===== src/rtl/priority_encoder_rr.sv =====
// Registered N-input priority encoder with valid/ack handshake.
// MODE=0 is fixed priority (bit 0 highest); MODE=1 rotates priority past the last acknowledged winner.
module priority_encoder_rr #(
  parameter int unsigned N    = 8,
  parameter int unsigned MODE = 0,
  localparam int unsigned W   = $clog2(N)
) (
  input  logic         clk,
  input  logic         rst_n,
  input  logic [N-1:0] req,
  input  logic         en,
  input  logic         ack,
  output logic         valid,
  output logic [W-1:0] idx,
  output logic [N-1:0] grant
);

  localparam logic [N-1:0] GRANT_ONE = N'(1);
  localparam logic [W-1:0] IDX_LAST  = W'(N - 1);

  logic         valid_q, valid_d;
  logic [W-1:0] idx_q, idx_d;
  logic [N-1:0] grant_q, grant_d;
  logic [W-1:0] ptr_q, ptr_d;

  logic         acked_c;
  logic         load_c;
  logic [W-1:0] ptr_inc_c;
  logic [W-1:0] start_c;
  logic         any_c;
  logic         hi_found_c;
  logic [W-1:0] hi_idx_c;
  logic [W-1:0] lo_idx_c;
  logic [W-1:0] sel_c;

  // Handshake qualifiers and the pointer value that follows an acknowledged grant.
  always_comb begin
    acked_c   = valid_q && ack;
    load_c    = en && (!valid_q || ack);
    ptr_inc_c = (idx_q == IDX_LAST) ? '0 : idx_q + W'(1);
    if (MODE == 0) begin
      start_c = '0;
    end else if (acked_c) begin
      // Scan from past the winner being consumed so it is never re-granted immediately.
      start_c = ptr_inc_c;
    end else begin
      start_c = ptr_q;
    end
  end

  // Lowest set bit at or above start wins, else lowest set bit overall (modulo-N wrap).
  always_comb begin
    hi_found_c = 1'b0;
    hi_idx_c   = '0;
    lo_idx_c   = '0;
    for (int i = N - 1; i >= 0; i--) begin
      if (req[i]) begin
        lo_idx_c = W'(i);
        if (W'(i) >= start_c) begin
          hi_found_c = 1'b1;
          hi_idx_c   = W'(i);
        end
      end
    end
    any_c = |req;
    sel_c = hi_found_c ? hi_idx_c : lo_idx_c;
  end

  // Next-state for the presented grant and the rotation pointer.
  always_comb begin
    valid_d = valid_q;
    idx_d   = idx_q;
    grant_d = grant_q;
    ptr_d   = ptr_q;

    if (load_c) begin
      if (any_c) begin
        valid_d = 1'b1;
        idx_d   = sel_c;
        grant_d = GRANT_ONE << sel_c;
      end else begin
        valid_d = 1'b0;
        idx_d   = '0;
        grant_d = '0;
      end
    end else if (acked_c) begin
      valid_d = 1'b0;
      idx_d   = '0;
      grant_d = '0;
    end

    if ((MODE == 1) && acked_c) begin
      ptr_d = ptr_inc_c;
    end
  end

  always_ff @(posedge clk) begin
    if (!rst_n) begin
      valid_q <= 1'b0;
      idx_q   <= '0;
      grant_q <= '0;
      ptr_q   <= '0;
    end else begin
      valid_q <= valid_d;
      idx_q   <= idx_d;
      grant_q <= grant_d;
      ptr_q   <= ptr_d;
    end
  end

  assign valid = valid_q;
  assign idx   = idx_q;
  assign grant = grant_q;

endmodule


===== config.mk =====
export PLATFORM = sky130hd
export DESIGN_NAME = priority_encoder_rr
export DESIGN_NICKNAME = d
export VERILOG_FILES = /design/src/rtl/priority_encoder_rr.sv
export SDC_FILE = /design/constraint.sdc
export NUM_CORES = 1
export LEC_CHECK = 0
export CORE_UTILIZATION = 40
export DETAILED_ROUTE_END_ITERATION = 8
export HOLD_SLACK_MARGIN = 0.12
export PLACE_DENSITY_LB_ADDON = 0.25
export REMOVE_ABC_BUFFERS = 1
export SETUP_SLACK_MARGIN = 0.5
export SLEW_MARGIN = 15
export SYNTH_ARGS = -nofsm -noshare
export SYNTH_HDL_FRONTEND = slang
export SYNTH_SLANG_ARGS = --single-unit

===== constraint.sdc =====
create_clock -name clk -period 1.6 [get_ports clk]
set_input_delay 0.32 -clock clk [delete_from_list [all_inputs] [get_ports clk]]
set_output_delay 0.32 -clock clk [all_outputs]
set_load 0.005 [all_outputs]

==> flow_results.org <==
** Timing
- For the final database, setup skew stands at 0.001843 ns.
- Period utilisation layout :: 84.02%
- The routed design could run at a clock period as short as 1.344 ns.
- Setup violations, final :: 0
- Setup repair after global routing could not meet its margin everywhere.
- The number of max-slew violations in the final report was 0.
- Timing would allow up to 743.9 MHz.
- Final-report hold violation count :: 0
- Transition time at the pin with the least slew margin :: approximately 0.32 ns
- Across all hold checks on the routed design, the worst slack comes to 0.4422 ns.
- Slew HR :: 78.93%

** Global routing
- The via count of the first global-routing pass is 581.
- The first global-routing pass estimated 2553 um of wire.
- Global routing consumed, over all layers together, between 20% and 30% of the routing resources.
- Initial antenna violation count :: 0
- Entering global routing, the biggest net connects 12 pins.
- Grt total ovfl :: 0

** Place
- GPL Wtd Cong :: 0.8533
- The count of buffers added on input and output ports is 23.
- Post-DP Area :: around 980 um2
- Number of cells in the design after placement :: 118
- After legalization and detailed placement, the total HPWL measured 1229 um.

** Drt
- Routed vias/inst :: 5.379
- For this run, the detailed router's first-pass iteration total came to 4.
- For this block, the routed nets add up to 1977 um of wire.
- Antenna violation net count after detailed routing :: 0
- For this run, design rule violations remaining after detail routing come to 0.
- Routed wirelength normalized by instance count :: 14.98 um
- Total number of vias :: 710
- Starting DRT DRC Count :: 10

** Critical path
- Worst reg-to-reg setup slack :: 0.26 ns
- The critical path is of the flop to flop type.
- Data on the critical path is required at its endpoint by 1.74 ns.
- Of all nets on the critical path, the largest fanout is 3.
- Signal arrival time at the worst endpoint :: 1.49 ns
- STA classifies the critical path endpoint as a flop.
- The worst setup path is launched from a flop.

** Synth
- Share of flip-flops with an asynchronous set or reset after synthesis :: 0%
- Main flop type after synthesis :: dfxtp_1
- Total number of yosys warnings :: 0
- Cell count after synthesis :: 66
- After synthesis, the netlist uses 29 different library cells.
- In this run the cell area of the synthesized design comes to 619.3 um2.
- Post-Syn Area per Cell :: 9.384 um2
- Counting flops with a built-in enable in the synthesized netlist gives 0.
- Summing the sequential cell areas from Yosys gives roughly 39% of the chip area.
- Synthesis inferred 12 register bits.

** Floorplanning
- 24 I/O pins were placed.
- The die covers 0.001710 mm2.
- For this configuration, the core starts out at a cell density of between 40 and 50%.
- The die is roughly 41 um tall.
- Row generation in the floorplan step produced 13 rows.
- The floorplan step defined a core boundary enclosing 0.001366 mm2.
- The die is between 40 and 50 um wide.

** Clock tree
- Clock tree from TritonCTS :: done
- Clk Latency, worst-skew pair :: 0.26 ns
- CTS H-Tree Depth :: 1
- After clock tree synthesis, the clock-pin slew on the worst setup and hold paths is 0.06 ns.
- Sink count of the clock tree :: 12
- Clock Tree Root :: clkbuf_4
- No sink is reached through more buffers than the 2 on the longest clock path.
- Number of clock buffers inserted by TritonCTS :: 3

** Power and ir drop
- The worst-case IR drop observed on VDD is 0.0004091 V.
- Total power after layout :: 666.7 uW
- Power Density :: 616.8 mW/mm2
- Summed over all cells, the static leakage comes to between 0.0005 and 0.0006 uW.

** Layout
- Post-Layout Cell Count :: 132
- 0 antenna diodes ended up in the layout.
- Share of post-route cells with drive strength above 1 :: 59.83%
- Final Net Count :: 131
- The area growth from synthesis to layout is 74.55%.
- Final std cell area, no fill :: 0.001081 mm2

** Worst hold path
- Tightest Hold Check Type :: flop to flop

** Outcome
- Run status :: finished clean

** Flow run
- Max-cap violations in this run came to 0.
## routing by layer
metal	GRT usage (%)	routed length [um]	up-vias
li1	-	-	350
met1	27.16	847	334
met2	40.63	1016	22
met3	9.574	93	4
met4	4.839	19	0
met5	0	0	-
## per-stage QoR
step / setup slack [ns] / utilization [%] / setup TNS [ns]
after floorplan: 0.4104 / - / 0
after global placement: -0.1351 / 71.70 / -0.8785
after detailed placement: -0.1871 / 71.70 / -1.140
after CTS: 0.2185 / 76.56 / 0
after global routing: 0.1872 / 79.12 / 0
final: 0.2556 / 79.12 / 0
## cells by family (layout without fill, tap and decap cells)
group	after synthesis	after routing	share of synthesized area, %
flops	12	12	38.79
compound gates	18	18	22.42
simple gates	28	28	31.11
mux	2	2	3.232
buf+inv	6	57	4.443
## state kept, by name, indices dropped and copies added, names as in the netlist
| register | count |
|---|---|
| grant | 8 |
| idx | 3 |
| valid | 1 |
## power by group
part	internal [uW]	switching, uW
Combinational	99.4	79.0
Sequential	308	5.02
Clock	86.9	88.0
## synth_stat cells, types with 2 or more instances
| master | instances | area [um2] |
|---|---|---|
| dfxtp_1 | 12 | 240.2 |
| nor2b_1 | 7 | 43.79 |
| nor2_1 | 5 | 18.77 |
| a22o_1 | 4 | 35.03 |
| nand2_1 | 4 | 15.01 |
| and2_1 | 3 | 18.77 |
| inv_1 | 3 | 11.26 |
| o31ai_1 | 3 | 22.52 |
| a22oi_1 | 2 | 15.01 |
| a32oi_1 | 2 | 17.52 |
| mux2i_1 | 2 | 20.02 |
| o21bai_1 | 2 | 15.01 |
## what timing repair did
item	CTS	global route
pin swaps	13	3
gates resized for setup	85	10
hold buffers	0	0
buffers inserted	8	3
setup endpoints to repair	24	14
## layout by cell type (no fill, tap or decap), drive strengths merged
cell           synthesis  layout
nand4                  1       1
buf                    2      40
and3                   1       1
nand2                  4       4
inv                    3       3
nor2                   5       5
nor4b                  1       1
clkbuf                 1       5
a21boi                 1       1
nand3                  1       1
a22o                   4       4
nor4                   1       1
dlygate4sd2            0       8
o31ai                  3       3
dfxtp                 12      12
mux2i                  2       2
and4                   1       1
nand2b                 1       1
o22ai                  1       1
clkdlybuf4s15          0       1
nor2b                  8       8
o21ai                  1       1
o21bai                 2       2
a21oi                  1       1
a32oi                  2       2
and2                   3       3
a22oi                  2       2
nor3                   1       1
a222oi                 1       1
## worst max-delay path, cell delays in order, from the launching register on
cell and delay [ns]:
dfxtp_4 0.35, buf_6 0.11, nor2b_4 0.13, buf_6 0.12
buf_6 0.11, a222oi_1 0.33, nor2b_1 0.08
## worst paths after layout
kind / cells after the start / from / end
max: 6 / valid$_SDFFE_PN0P_ / grant[1]$_SDFFE_PN0P_
min: 2 / grant[4]$_SDFFE_PN0P_ / grant[4]$_SDFFE_PN0P_
max reg2reg: 6 / valid$_SDFFE_PN0P_ / grant[1]$_SDFFE_PN0P_
min reg2reg: 2 / grant[4]$_SDFFE_PN0P_ / grant[4]$_SDFFE_PN0P_
## layout make-up
class | count | area (um2)
repair buffers | 51 | 376.6
fillers | 90 | 285.3
well taps | 15 | 18.77
inverters | 3 | 11.26
multi-input cells | 48 | 394.1
flip-flops and latches | 12 | 257.7
clock buffers | 3 | 22.52
Power figures use the tool's default switching activity.
